<file path="config.mk">
export PLATFORM = sky130hd
export DESIGN_NAME = i2c_master_ctrl
export DESIGN_NICKNAME = d
export VERILOG_FILES = /design/src/rtl/i2c_pkg.sv /design/src/rtl/i2c_qtick_gen.sv /design/src/rtl/i2c_master_ctrl.sv
export SDC_FILE = /design/constraint.sdc
export NUM_CORES = 1
export LEC_CHECK = 0
export BUFFER_PORTS_ARGS = -buffer_cell sky130_fd_sc_hd__buf_2
export CAP_MARGIN = 10
export CORE_MARGIN = 4
export CORE_UTILIZATION = 59
export CTS_BUF_LIST = sky130_fd_sc_hd__clkbuf_4 sky130_fd_sc_hd__clkbuf_8
export DETAILED_ROUTE_END_ITERATION = 8
export GPL_TIMING_DRIVEN = 0
export PLACE_DENSITY = 0.83
export SYNTH_ARGS = -nofsm -noshare
export SYNTH_HDL_FRONTEND = slang
export SYNTH_SLANG_ARGS = --single-unit
</file>
<file path="constraint.sdc">
create_clock -name clk -period 2.7 [get_ports clk]
set_input_delay 0.27 -clock clk [delete_from_list [all_inputs] [get_ports clk]]
set_output_delay 0.27 -clock clk [all_outputs]
set_load 0.05 [all_outputs]
</file>
<file path="src/rtl/i2c_pkg.sv">
// rtl/i2c_pkg.sv - shared state, phase and bus-level constants for the I2C master
package i2c_pkg;

  typedef enum logic [3:0] {
    ST_IDLE,
    ST_START,
    ST_ADDR,
    ST_ACK_A,
    ST_WR,
    ST_ACK_W,
    ST_RD,
    ST_MACK,
    ST_STOP
  } state_t;

  typedef enum logic [1:0] {Q0, Q1, Q2, Q3} qphase_t;

  localparam logic RW_WRITE = 1'b0;
  localparam logic RW_READ  = 1'b1;
  localparam logic ACK      = 1'b0;
  localparam logic NACK     = 1'b1;

endpackage

</file>
<file path="src/rtl/i2c_qtick_gen.sv">
// rtl/i2c_qtick_gen.sv - quarter-SCL-period tick divider, held at zero when disabled
module i2c_qtick_gen #(
  parameter int CLK_DIV = 4
) (
  input  logic clk,
  input  logic rst,
  input  logic en,
  output logic qtick
);

  localparam int CW = $clog2(CLK_DIV);
  localparam logic [CW-1:0] LAST = CW'(CLK_DIV - 1);

  logic [CW-1:0] cnt;

  always_ff @(posedge clk or negedge rst) begin
    if (!rst) begin
      cnt <= '0;
    end else if (!en || cnt == LAST) begin
      cnt <= '0;
    end else begin
      cnt <= cnt + 1'b1;
    end
  end

  assign qtick = en && (cnt == LAST);

endmodule

</file>
<file path="src/rtl/i2c_master_ctrl.sv">
// rtl/i2c_master_ctrl.sv - clocked I2C master: START, address, multi-byte write/read, STOP
module i2c_master_ctrl #(
  parameter int CLK_DIV   = 4,
  parameter int MAX_BYTES = 16,
  parameter int CNT_W     = $clog2(MAX_BYTES + 1)
) (
  input  logic             clk,
  input  logic             rst,
  input  logic             start,
  input  logic             rw,
  input  logic [6:0]       addr,
  input  logic [CNT_W-1:0] nbytes,
  input  logic [7:0]       wdata,
  output logic             wdata_next,
  output logic [7:0]       rdata,
  output logic             rdata_valid,
  output logic             busy,
  output logic             done,
  output logic             ack_err,
  output logic             scl_oe,
  output logic             sda_oe,
  input  logic             sda_i
);
  import i2c_pkg::*;

  localparam logic [CNT_W-1:0] MAX_CNT = CNT_W'(MAX_BYTES);

  state_t           state, state_n;
  qphase_t          q, q_n;
  logic [2:0]       bit_cnt, bit_n;
  logic [CNT_W-1:0] byte_cnt, byte_n;
  logic [7:0]       shifter, shift_n, rdata_n;
  logic             ack_bit, ack_bit_n, rw_q, rw_n, err_n;
  logic             busy_n, done_n, wnext_n, rvalid_n, scl_n, sda_n, load_wr;
  logic [1:0]       sda_sync;
  logic             sda_s, qtick;

  i2c_qtick_gen #(.CLK_DIV(CLK_DIV)) u_qtick (
    .clk   (clk),
    .rst   (rst),
    .en    (busy),
    .qtick (qtick)
  );

  always_ff @(posedge clk or negedge rst) begin
    if (!rst) sda_sync <= 2'b11;
    else      sda_sync <= {sda_sync[0], sda_i};
  end
  assign sda_s = sda_sync[1];

  always_comb begin
    state_n   = state;
    q_n       = q;
    bit_n     = bit_cnt;
    byte_n    = byte_cnt;
    shift_n   = shifter;
    ack_bit_n = ack_bit;
    rw_n      = rw_q;
    err_n     = ack_err;
    rdata_n   = rdata;
    busy_n    = busy;
    done_n    = 1'b0;
    wnext_n   = 1'b0;
    rvalid_n  = 1'b0;
    load_wr   = 1'b0;
    if (state == ST_IDLE) begin
      if (start) begin
        state_n = ST_START;
        q_n     = Q0;
        rw_n    = rw;
        byte_n  = (nbytes > MAX_CNT) ? MAX_CNT : nbytes;
        shift_n = {addr, rw};
        bit_n   = 3'd7;
        err_n   = 1'b0;
        busy_n  = 1'b1;
      end
    end else if (qtick) begin
      q_n = qphase_t'(q + 2'd1);
      if (q == Q2 && (state == ST_ACK_A || state == ST_ACK_W)) ack_bit_n = sda_s;
      if (q == Q2 && state == ST_RD) shift_n = {shifter[6:0], sda_s};
      unique case (state)
        ST_START: if (q == Q1) begin
          state_n = ST_ADDR;
          q_n     = Q0;
        end
        ST_ADDR, ST_WR: if (q == Q3) begin
          if (bit_cnt == 3'd0) state_n = (state == ST_ADDR) ? ST_ACK_A : ST_ACK_W;
          else begin
            shift_n = {shifter[6:0], 1'b0};
            bit_n   = bit_cnt - 3'd1;
          end
        end
        ST_ACK_A: if (q == Q3) begin
          if (ack_bit == NACK) begin
            err_n   = 1'b1;
            state_n = ST_STOP;
          end else if (byte_cnt == '0) state_n = ST_STOP;
          else if (rw_q == RW_WRITE) load_wr = 1'b1;
          else begin
            state_n = ST_RD;
            bit_n   = 3'd7;
          end
        end
        ST_ACK_W: if (q == Q3) begin
          if (ack_bit == ACK) begin
            byte_n = byte_cnt - CNT_W'(1);
            if (byte_cnt == CNT_W'(1)) state_n = ST_STOP;
            else                       load_wr = 1'b1;
          end else begin
            err_n   = 1'b1;
            state_n = ST_STOP;
          end
        end
        ST_RD: if (q == Q3) begin
          if (bit_cnt == 3'd0) begin
            state_n  = ST_MACK;
            rdata_n  = shifter;
            rvalid_n = 1'b1;
          end else bit_n = bit_cnt - 3'd1;
        end
        ST_MACK: if (q == Q3) begin
          byte_n = byte_cnt - CNT_W'(1);
          if (byte_cnt == CNT_W'(1)) state_n = ST_STOP;
          else begin
            state_n = ST_RD;
            bit_n   = 3'd7;
          end
        end
        ST_STOP: if (q == Q3) begin
          state_n = ST_IDLE;
          busy_n  = 1'b0;
          done_n  = 1'b1;
        end
        default: state_n = ST_IDLE;
      endcase
    end
    if (load_wr) begin
      state_n = ST_WR;
      bit_n   = 3'd7;
      shift_n = wdata;
      wnext_n = 1'b1;
    end
    // Pad drives are decoded from the next state so they leave a flop cleanly.
    scl_n = 1'b0;
    sda_n = 1'b0;
    case (state_n)
      ST_IDLE:  sda_n = 1'b0;
      ST_START: sda_n = 1'b1;
      ST_STOP: begin
        scl_n = (q_n == Q0);
        sda_n = (q_n == Q0) || (q_n == Q1);
      end
      default: begin
        scl_n = (q_n == Q0) || (q_n == Q3);
        if (state_n == ST_ADDR || state_n == ST_WR) sda_n = ~shift_n[7];
        else if (state_n == ST_MACK)                sda_n = (byte_n != CNT_W'(1));
      end
    endcase
  end

  always_ff @(posedge clk or negedge rst) begin
    if (!rst) begin
      state       <= ST_IDLE;
      q           <= Q0;
      bit_cnt     <= '0;
      byte_cnt    <= '0;
      shifter     <= '0;
      ack_bit     <= 1'b0;
      rw_q        <= 1'b0;
      ack_err     <= 1'b0;
      rdata       <= '0;
      busy        <= 1'b0;
      done        <= 1'b0;
      wdata_next  <= 1'b0;
      rdata_valid <= 1'b0;
      scl_oe      <= 1'b0;
      sda_oe      <= 1'b0;
    end else begin
      state       <= state_n;
      q           <= q_n;
      bit_cnt     <= bit_n;
      byte_cnt    <= byte_n;
      shifter     <= shift_n;
      ack_bit     <= ack_bit_n;
      rw_q        <= rw_n;
      ack_err     <= err_n;
      rdata       <= rdata_n;
      busy        <= busy_n;
      done        <= done_n;
      wdata_next  <= wnext_n;
      rdata_valid <= rvalid_n;
      scl_oe      <= scl_n;
      sda_oe      <= sda_n;
    end
  end

endmodule

</file>
==> out/results.txt, run 1 <==
status: finished clean
area of the multi-input gates: 0.00142 sq mm
number of synthesized register bits: 43
share of layout cells above drive strength 1: 25.1%
DRT iter0 DRCs: 206
mux share of post-synthesis cell area: 7.13%
first-pass GRT wire length: 10.6 mm
Most used DFF post-synth: dfrtp_1
Hold Buf Count CTS: 0
flop-to-flop setup slack: 30 ps
total power: 0.00270 W
post-route ant nets: 0
crit path capture type: flop
drt via density: 6.30
largest area contributor in the netlist: dfrtp_1
crit path launch type: flop
first drt pass iteration count: 5
Residual DRC: 0
Worst-path clk slew: 80 ps
Max transition margin: 37.7%
final net count: 359
die area: 0.00546 sq mm
post-synthesis simple-gate area fraction: 21.0%
Max VDD drop: 0.584 mV
Placer Congestion: 1.00
Reg area: 0.00108 sq mm
# rows: 23
Pleak: 1.41 nW
Reg-to-Reg Start: byte_cnt[1]
Die Ht: 73.9 um
Layout fillers: 280
number of global-route vias before repair: 2234
Hold Crit Class: input port to flop
xor and xnor area share after synthesis: 0.684%
final setup violating endpoints: 0
Die X: 73.9 um
CP Launch Point: byte_cnt[1]
Post-synth EDFFs: 0
Crit Path Max Fanout: 6
Layout area overhead: 18.1%
largest net degree at the start of global routing: 44
clk sink count: 43
Mapped Avg Cell Area: 9.31 sq um
ys async rst share: 100%
Synth area leaders: dfrtp_1 (40%), a21oi_1 (4.3%), mux2_1 (4.0%)
mapped cell area: 0.00256 sq mm
Vias: 2375
Total GRT Usage: 25.3%
Core ar.: 0.00409 sq mm
PortBufs: 39
Synth Area in Adders: 3.91%
initial antenna violation count: 0
CTS tree: done
largest family of logic cells by synthesized area: simple AND/OR/NAND/NOR gates
hold_ws: 61.4 ps
Syn Nets: 308
Cell variety after synth: 59
Synth Area in Compound Gates: 19.9%
Fin Clk Skew: 4.88 ps
worst-skew pair later-pin latency: 300 ps
number of diodes: 0
Critical Path AT: 2900 ps
RSZ-0062 raised after global routing: true
most frequent cell after synthesis: dfrtp_1
Final period util: 98.7%
Worst EP required: 2940 ps
H-tree depth: 2
Worst Tran Pin Value: 934 ps
Overflow after GRT: 0
PD cells: 891 mW/mm^2
Max Cap Viol: 0
CTS buffer count: 5
Synth warnings: 0
maximum clock frequency: 0.375 GHz
Max Slew Vio Count: 0
crit path kind: flop to flop
post-synth top area share: 40.1%
Detailed Route WL: 6.43 mm
Hold Startpoint: sda_i
Seq/Total Area, Yosys: 42.1%
Initial Util: 62.7%
Inst Count DP: 364
non-filler cells, final: 377
Clock Tree Buf Depth: 2
clk root buf: clkbuf_8
min Tclk post-route: 2670 ps
WL per Instance: 17.1 um
Synth Instances: 275
most instantiated cells after synthesis: dfrtp_1 (41), nor2_1 (27), a21oi_1 (22), nand2_1 (20), inv_1 (15)
Final Util: 74.0%
Final HPWL DP: 4.51 mm
Final Hold Vio Count: 0
I/O pin cnt: 40
==> stage by stage <==
stage	setup slack, ps	instance area [sq um]	TNS [ps]
2_1_floorplan	147	2560	0
3_3_place_gp	-198	2820	-319
3_5_place_dp	-265	2820	-502
4_1_cts	-9.59	2940	-9.59
5_1_grt	-90.7	3020	-187
6_report	34.8	3020	0
==> logic make-up after synthesis <==
| group | after synthesis |
|---|---|
| DFF | 43 |
| xor gates and xnor gates | 2 |
| adders and majority gates | 8 |
| muxes | 17 |
| buffers and inverters | 31 |
| and+or+nand+nor | 99 |
| AOI/OAI and AO/OA | 75 |
==> cell usage in the layout (no fill, tap or decap), types with 8 or more instances in the layout <==
cell      n
dfrtp_1  41
nor2_1   26
a21oi_1  22
o21ai_1   8
buf_2    44
ha_1      8
mux2_1    9
inv_1    13
o21ai_0   8
nand2_1  20
==> worst max-delay path: stages, from the launching register on <==
cell and delay (ps):
dfrtp_1 370, inv_1 130, ha_1 150, or4b_4 500
o21ai_1 240, nand3b_1 150, a211oi_2 350, inv_2 100
xnor2_1 140, or4_1 390, nand3_1 90
==> per-layer routing <==
layer  track usage, %  wire (um)  share of wire, %  up-vias
li1                 -          -                 -     1104
met1             33.9       2730                42     1108
met2             39.9       3030                47      138
met3             4.79        498               7.7       25
met4             11.1        173               2.7        0
met5                0          0                 0        -
==> where the power goes <==
group | switching, W | internal, W | leakage [nW] | total [W]
Combinational | 0.000805 | 0.000510 | 0.830 | 0.00131
Sequential | 0.000164 | 0.000818 | 0.534 | 0.000982
Clock | 0.000222 | 0.000177 | 0.0477 | 0.000399
Total | 0.00119 | 0.00150 | 1.41 | 0.00270
==> cell type report <==
class                      instances  share of cell area (%)
multi-input combinational        201                    46.9
sequential                        43                    35.7
inverter                          15                    1.86
clock buffer                       5                    2.28
tap                               50                    2.07
clock inverter                     3                   0.496
timing repair buffer              47                    8.36
buffer                            13                    2.36
==> worst paths after layout <==
path,to,cells after the start
max in group asynchronous,shifter[5],1
worst min register to register,sda_sync[1],0
worst max-delay path,sda_oe,10
worst min-delay path,sda_sync[0],1
min in group asynchronous,u_qtick.cnt[0],1
worst max register to register,sda_oe,10
==> timing repair <==
item | 4_1_cts | 5_1_grt
gates cloned | 0 | 1
resized for setup | 5 | 12
endpoints found under the setup margin | 10 | 14
pin swaps | 1 | 4
buffers inserted | 0 | 7
==> state kept, by name, summed over array words and instances, names as in the netlist, 2 cells and up <==
signal	cells
state	4
u_qtick.cnt	2
q	2
byte_cnt	5
rdata	8
bit_cnt	3
sda_sync	2
shifter	8
No activity file was read; power rests on OpenSTA's default activity.
==> run 2, diff against run 1 <==
--- a/config.mk
+++ b/config.mk
@@ -5,7 +5,7 @@
 export SDC_FILE = /design/constraint.sdc
 export NUM_CORES = 1
 export LEC_CHECK = 0
-export BUFFER_PORTS_ARGS = -buffer_cell sky130_fd_sc_hd__buf_2
+export BUFFER_PORTS_ARGS = -buffer_cell sky130_fd_sc_hd__buf_4
 export CAP_MARGIN = 10
 export CORE_MARGIN = 4
 export CORE_UTILIZATION = 59
==> constraint.sdc (replaced) <==
create_clock -name clk -period 2.6 [get_ports clk]
set_input_delay 0.26 -clock clk [delete_from_list [all_inputs] [get_ports clk]]
set_output_delay 0.26 -clock clk [all_outputs]
set_load 0.05 [all_outputs]
==> run 2 against run 1 <==
  * The run now ends with negative setup slack left
  * Register-to-register slack worse by 210 ps
  * Total power up 18%
  * Flip-flop and latch count unchanged
  * Sequential power up 7%
  * Combinational power up 22%
  * First-iteration DRC count up 32%
  * Clock skew up 1.2 ps
  * Via count up 3.3%
  * Die area unchanged
  * Critical path type unchanged
  * Core utilization up 6.7 points
  * Highest routed layer unchanged
  * Largest power group unchanged
  * Cell count up 1.1%
  * Sequential share of layout area down 3.0 points
==> out/results.txt, run 2 (synthesis gave the netlist of run 1 again) <==
Max Cap Viol: 0 (unchanged)
Detailed Route WL: 7.35 mm (+14%)
crit path launch type: flop
number of global-route vias before repair: 2244 (+0.45%)
Top Registers: rdata (8), shifter (8), byte_cnt (5)
first drt pass iteration count: 5 (unchanged)
WL per Instance: 19.3 um (+13%)
CP endpoint: sda_oe
post-route ant nets: 0 (unchanged)
PD cells: 967 mW/mm^2 (+8.4%)
final setup margin: -173 ps (-208 ps)
Die X: 73.9 um (unchanged)
flop-to-flop setup slack: -170 ps (-210 ps)
Overflow after GRT: 0 (unchanged)
cells on worst reg2reg path: 10 (unchanged)
commonest non-fill, non-tap cell in the layout: buf_4
die area: 0.00546 sq mm (unchanged)
Residual DRC: 0 (unchanged)
clk sink count: 43 (unchanged)
status: finished, violations left
Layout fillers: 261 (-6.8%)
total power: 0.00319 W (+18%)
maximum clock frequency: 0.361 GHz (-3.9%)
met2 wire length: 3.66 mm (+21%)
highest routed layer: met4
violated checks: negative setup slack
clk root buf: clkbuf_8
CP cell instances: buf_2 > nor4bb_1 > nand2_2 > a2111oi_4 > buf_4 > a211oi_4 > inv_2 > xnor2_2 > or4_4 > nand3_2
Worst Tran Pin Value: 620 ps (-314 ps)
first-pass GRT wire length: 10.8 mm (+2.2%)
drt via density: 6.44 (+2.2%)
Final Hold Vio Count: 0 (unchanged)
largest net degree at the start of global routing: 44 (unchanged)
area of the multi-input gates: 0.00152 sq mm (+6.8%)
Hold Crit Class: input port to flop
RSZ-0062 raised after global routing: true
Final period util: 107% (+7.9 points)
Core ar.: 0.00409 sq mm (unchanged)
CTS buffer count: 5 (unchanged)
CP max stage delay: 560 ps (+60 ps)
Pleak: 1.50 nW (+6.2%)
Max VDD drop: 0.574 mV (-1.6%)
Final Instance Area: 0.00330 sq mm (+9.1%)
dpl cell area: 0.00292 sq mm (+3.5%)
Crit Path Max Fanout: 8 (+2)
Fin Clk Skew: 6.12 ps (+1.24 ps)
worst-skew pair later-pin latency: 300 ps (about the same)
final net count: 363 (+1.1%)
Worst-path clk slew: 80 ps (about the same)
post-place setup slack: -308 ps (-42.8 ps)
min Tclk post-route: 2770 ps (+108 ps)
non-filler cells, final: 381 (+1.1%)
Met1 Routed Length: 2.90 mm (+6.2%)
number of diodes: 0 (unchanged)
Critical Path AT: 3010 ps (+110 ps)
Vias: 2453 (+3.3%)
Reg-to-Reg Start: state[1]
Layout area overhead: 28.8%
Worst EP required: 2840 ps (-100 ps)
CP Launch Point: state[1]
initial antenna violation count: 0 (unchanged)
Clock Tree Buf Depth: 2 (unchanged)
Worst R2R End: sda_oe
met3 wire len: 582 um (+17%)
Inst Count DP: 364 (unchanged)
share of layout cells above drive strength 1: 30.8% (+5.7 points)
Final HPWL DP: 4.74 mm (+5.1%)
Max transition margin: 58.4% (+21 points)
H-tree depth: 2 (unchanged)
Total GRT Usage: 25.8% (+0.54 points)
Reg area: 0.00108 sq mm (unchanged)
Placer Congestion: 0.961 (-4.1%)
DRT iter0 DRCs: 272 (+32%)
Initial Util: 62.7% (unchanged)
I/O pin cnt: 40 (unchanged)
PortBufs: 39 (unchanged)
final setup violating endpoints: 6 (+6)
Crit-path slowest cell: nor4bb_1
crit path capture type: flop
# rows: 23 (unchanged)
hold_ws: 63.3 ps (+1.88 ps)
commonest non-fill, non-tap cells in the layout: buf_4 (49), dfrtp_1 (41), nor2_1 (23), a21oi_1 (22), nand2_1 (18)
Max Slew Vio Count: 0 (unchanged)
crit path kind: flop to flop
CTS tree: done
Die Ht: 73.9 um (unchanged)
==> run 2: cell count changes in the layout (fill, tap and decap cells not counted), moves of 2 or more <==
cell,before,now
buf_2,44,5
buf_4,7,49
clkbuf_1,5,3
clkinv_2,3,0
nand2_1,20,18
nand2_2,0,2
nor2_1,26,23
nor2_2,0,3
or4_1,2,0
or4_4,0,2
==> run 2: how the worst min path moves through the flow <==
stage	startpoint	depth (start not counted)	slack, ps	end
finish	sda_i	1	60	sda_sync[0]
global placement	rst	1	280	u_qtick.cnt[0]
detailed placement	rst	1	280	u_qtick.cnt[1]
global route	sda_i	1	50	sda_sync[0]
CTS	sda_i	1	60	sda_sync[0]
floorplan	rst	0	-40	ack_bit
==> run 2: final cells by class <==
type                    instances  share of cell area (%)
multi-input cells             201                    45.9
flip-flops and latches         43                    32.7
repair buffers                 51                    12.1
clock buffers                   6                    2.31
plain buffers                  13                    2.24
well taps                      50                    1.90
inverters                      15                    1.71
clock inverters                 2                    1.14
==> run 2: power by group <==
part | leakage, nW | total [W] | switching [W] | internal [W]
Clock | 0.0548 | 0.000540 | 0.000242 | 0.000297
Combinational | 0.911 | 0.00160 | 0.000949 | 0.000653
Sequential | 0.534 | 0.00105 | 0.000197 | 0.000849
==> run 2: stage by stage <==
step / utilization, % / setup TNS (ps)
after detailed placement: 71.4 / -1620
after floorplan: - / 0
after global placement: 71.4 / -1310
after CTS: 75.0 / -145
final: 80.7 / -405
after global routing: 80.7 / -1210
==> run 2: critical path, delay by kind of cell (launching register included) <==
kind / cells / cell delay [ps]
AOI/OAI and AO/OA: 2 / 460
and+or+nand+nor: 4 / 1300
DFF: 1 / 380
buffers and inverters: 3 / 490
xor gates and xnor gates: 1 / 70
==> run 2: timing repair <==
item,in CTS,in global routing
pin swaps,0,10
endpoints found under the hold margin,41,0
setup buffers,0,11
gates resized for setup,5,37
hold buffers,1,0
gates cloned,0,0
setup endpoints to repair,10,14
==> run 2: metal layers <==
metal | vias up | GRT usage, %
met3 | 20 | 5.20
met1 | 1182 | 33.9
met2 | 144 | 42.6
li1 | 1107 | -
met4 | 0 | 8.25
met5 | - | 0
==> run 3, diff against run 2 <==
--- a/config.mk
+++ b/config.mk
@@ -7,12 +7,14 @@
 export LEC_CHECK = 0
 export BUFFER_PORTS_ARGS = -buffer_cell sky130_fd_sc_hd__buf_4
 export CAP_MARGIN = 10
+export CORE_ASPECT_RATIO = 2
 export CORE_MARGIN = 4
 export CORE_UTILIZATION = 59
 export CTS_BUF_LIST = sky130_fd_sc_hd__clkbuf_4 sky130_fd_sc_hd__clkbuf_8
 export DETAILED_ROUTE_END_ITERATION = 8
 export GPL_TIMING_DRIVEN = 0
 export PLACE_DENSITY = 0.83
+export SKIP_CTS_REPAIR_TIMING = 1
 export SYNTH_ARGS = -nofsm -noshare
 export SYNTH_HDL_FRONTEND = slang
 export SYNTH_SLANG_ARGS = --single-unit
==> run 3 against run 2 <==
  * The run still ends with negative setup slack left
  * Cell area shrank 1.0%
  * Global-route usage increased by 2.7 points
  * Non-clock buffer count increased by 3
  * Critical path depth fell by 1
  * Count of clock-buffer cells in the layout up 1
  * Fmax increased by 2.5%
  * Die area rose by 1.2%
  * Sequential share of layout area is 0.34 points higher
  * Sequential power hardly changed
  * Critical endpoint unchanged
  * Largest power group unchanged
  * Highest routed layer unchanged
==> out/results.txt, run 3 (synthesis gave the netlist of run 1 again) <==
Hold Startpoint: sda_i
number of diodes: 0 (unchanged)
largest net degree at the start of global routing: 44 (unchanged)
Total GRT Usage: 28.5% (+2.7 points)
Crit-path slowest cell: nor4bb_1
H-tree depth: 2 (unchanged)
part of the power in registers: 34.1% (+1.3 points)
first-pass GRT wire length: 11.4 mm (+5.7%)
commonest non-fill, non-tap cell in the layout: buf_4
Critical Path AT: 2930 ps (-80 ps)
Min-Delay Endpoint: sda_sync[0]
Die Ht: 101 um (+37%)
Max Slew Vio Count: 0 (unchanged)
number of global-route vias before repair: 2440 (+8.7%)
final setup TNS: -105 ps (+300 ps)
commonest non-fill, non-tap cells in the layout: buf_4 (52), dfrtp_1 (41), nor2_1 (25), a21oi_1 (22), nand2_1 (19)
status: finished, violations left
total power: 0.00307 W (-3.7%)
cells on worst reg2reg path: 9 (-1)
CP max stage delay: 520 ps (-40 ps)
clk root buf: clkbuf_8
Int Power: 0.00172 W (-4.6%)
Die X: 54.6 um (-26%)
Vias: 2429 (-0.98%)
crit path capture type: flop
DRT iter0 DRCs: 101 (-63%)
Final period util: 104% (-2.6 points)
Inst Count DP: 366 (+0.55%)
PD cells: 941 mW/mm^2 (-2.7%)
initial antenna violation count: 0 (unchanged)
Core ar.: 0.00413 sq mm (+1.0%)
Final HPWL DP: 5.43 mm (+15%)
first drt pass iteration count: 4 (-1)
logic gate share of total power: 51.2% (+0.9 points)
Residual DRC: 0 (unchanged)
RSZ-0062 raised after global routing: true
clk sink count: 43 (unchanged)
WL per Instance: 19.4 um (+0.87%)
drt via density: 6.29 (-2.3%)
Overflow after GRT: 0 (unchanged)
PortBufs: 39 (unchanged)
P_sw: 0.00135 W (-2.5%)
crit path launch type: flop
Max VDD drop: 0.631 mV (+9.8%)
crit path kind: flop to flop
Placer Congestion: 1.03 (+7.1%)
Top Registers: rdata (8), shifter (8), byte_cnt (5)
area of the multi-input gates: 0.00149 sq mm (-1.9%)
maximum clock frequency: 0.370 GHz (+2.5%)
Worst Tran Pin Value: 662 ps (+42.1 ps)
post-route ant nets: 0 (unchanged)
final setup margin: -105 ps (+67.2 ps)
worst-skew pair later-pin latency: 290 ps (about the same)
Max Cap Viol: 0 (unchanged)
share of layout cells above drive strength 1: 29.0% (-1.8 points)
clock share of power: 14.7% (-2.2 points)
switching share of power: 44.1% (+0.53 points)
Met1 Routed Length: 2.54 mm (-12%)
Worst R2R End: sda_oe
met3 wire len: 305 um (-48%)
# rows: 33 (+43%)
Crit Path Max Fanout: 8 (unchanged)
Layout fillers: 282 (+8.0%)
min Tclk post-route: 2710 ps (-67.2 ps)
final setup violating endpoints: 1 (-5)
Clock Tree Buf Depth: 2 (unchanged)
violated checks: negative setup slack
die area: 0.00552 sq mm (+1.2%)
dpl cell area: 0.00292 sq mm (about the same)
Max transition margin: 55.5% (-2.8 points)
Layout area overhead: 27.5%
I/O pin cnt: 40 (unchanged)
CP cell instances: buf_2 > nor4bb_1 > nand2_2 > a2111oi_4 > buf_6 > a211oi_1 > a21o_1 > or4_1 > nand3_1
CTS buffer count: 5 (unchanged)
final net count: 366 (+0.83%)
Pleak: 1.49 nW (-0.55%)
Initial Util: 62.0% (-0.65 points)
Worst EP required: 2830 ps (about the same)
WHS Path Cells: 1 (unchanged)
Worst-path clk slew: 80 ps (about the same)
Detailed Route WL: 7.51 mm (+2.2%)
CTS tree: done
Hold Crit Class: input port to flop
Fin Clk Skew: 8.04 ps (+1.92 ps)
highest routed layer: met4
flop-to-flop setup slack: -110 ps (+70 ps)
Reg-to-Reg Start: state[1]
post-place setup slack: -450 ps (-142 ps)
met2 wire length: 4.26 mm (+16%)
non-filler cells, final: 386 (+1.3%)
Final Instance Area: 0.00326 sq mm (-1.0%)
Final Hold Vio Count: 0 (unchanged)
Reg area: 0.00108 sq mm (unchanged)
[run 3: power by group through the flow]
stage	clock network, W	registers (W)	logic [W]
CTS	0.000463	0.00102	0.00132
finish	0.000453	0.00105	0.00157
detailed placement	0	0.00104	0.00131
global placement	0	0.00103	0.00128
floorplan	0	0.00105	0.000910
global route	0.000490	0.00106	0.00172
[run 3: worst max path at each step]
stage	start	end	slack, ps	cells past startpoint
2_1_floorplan	busy	sda_oe	50	9
3_3_place_gp	byte_cnt[0]	sda_oe	-410	10
3_5_place_dp	byte_cnt[1]	sda_oe	-450	10
4_1_cts	byte_cnt[1]	sda_oe	-480	10
5_1_grt	state[1]	sda_oe	-180	9
6_report	state[1]	sda_oe	-110	9
[run 3: per-layer routing]
metal	global-route usage, %	up-vias
met5	0	-
met2	50.0	107
met3	4.57	34
met1	28.9	1166
li1	-	1122
met4	19.0	0
[run 3: area by class of cell]
cell class,instances,area share (%)
multi-input cells,201,45.5
flip-flops and latches,43,33.0
repair buffers,54,12.4
clock buffers,7,2.76
plain buffers,13,2.26
well taps,52,1.99
inverters,15,1.72
clock inverters,1,0.268
[run 3: stage by stage]
stage | hold WS, ps | util, %
after CTS | -30.1 | 73.1
after detailed placement | 284 | 70.7
after global routing | 68.6 | 79.1
after floorplan | -35.6 | -
final | 74.0 | 79.1
after global placement | 264 | 70.7
[run 3: critical path: cells and delay by family (launching register included)]
kind / cells / cell delay [ps]
and+or+nand+nor: 4 / 1220
AOI/OAI and AO/OA: 3 / 670
DFF: 1 / 370
buffers and inverters: 2 / 370
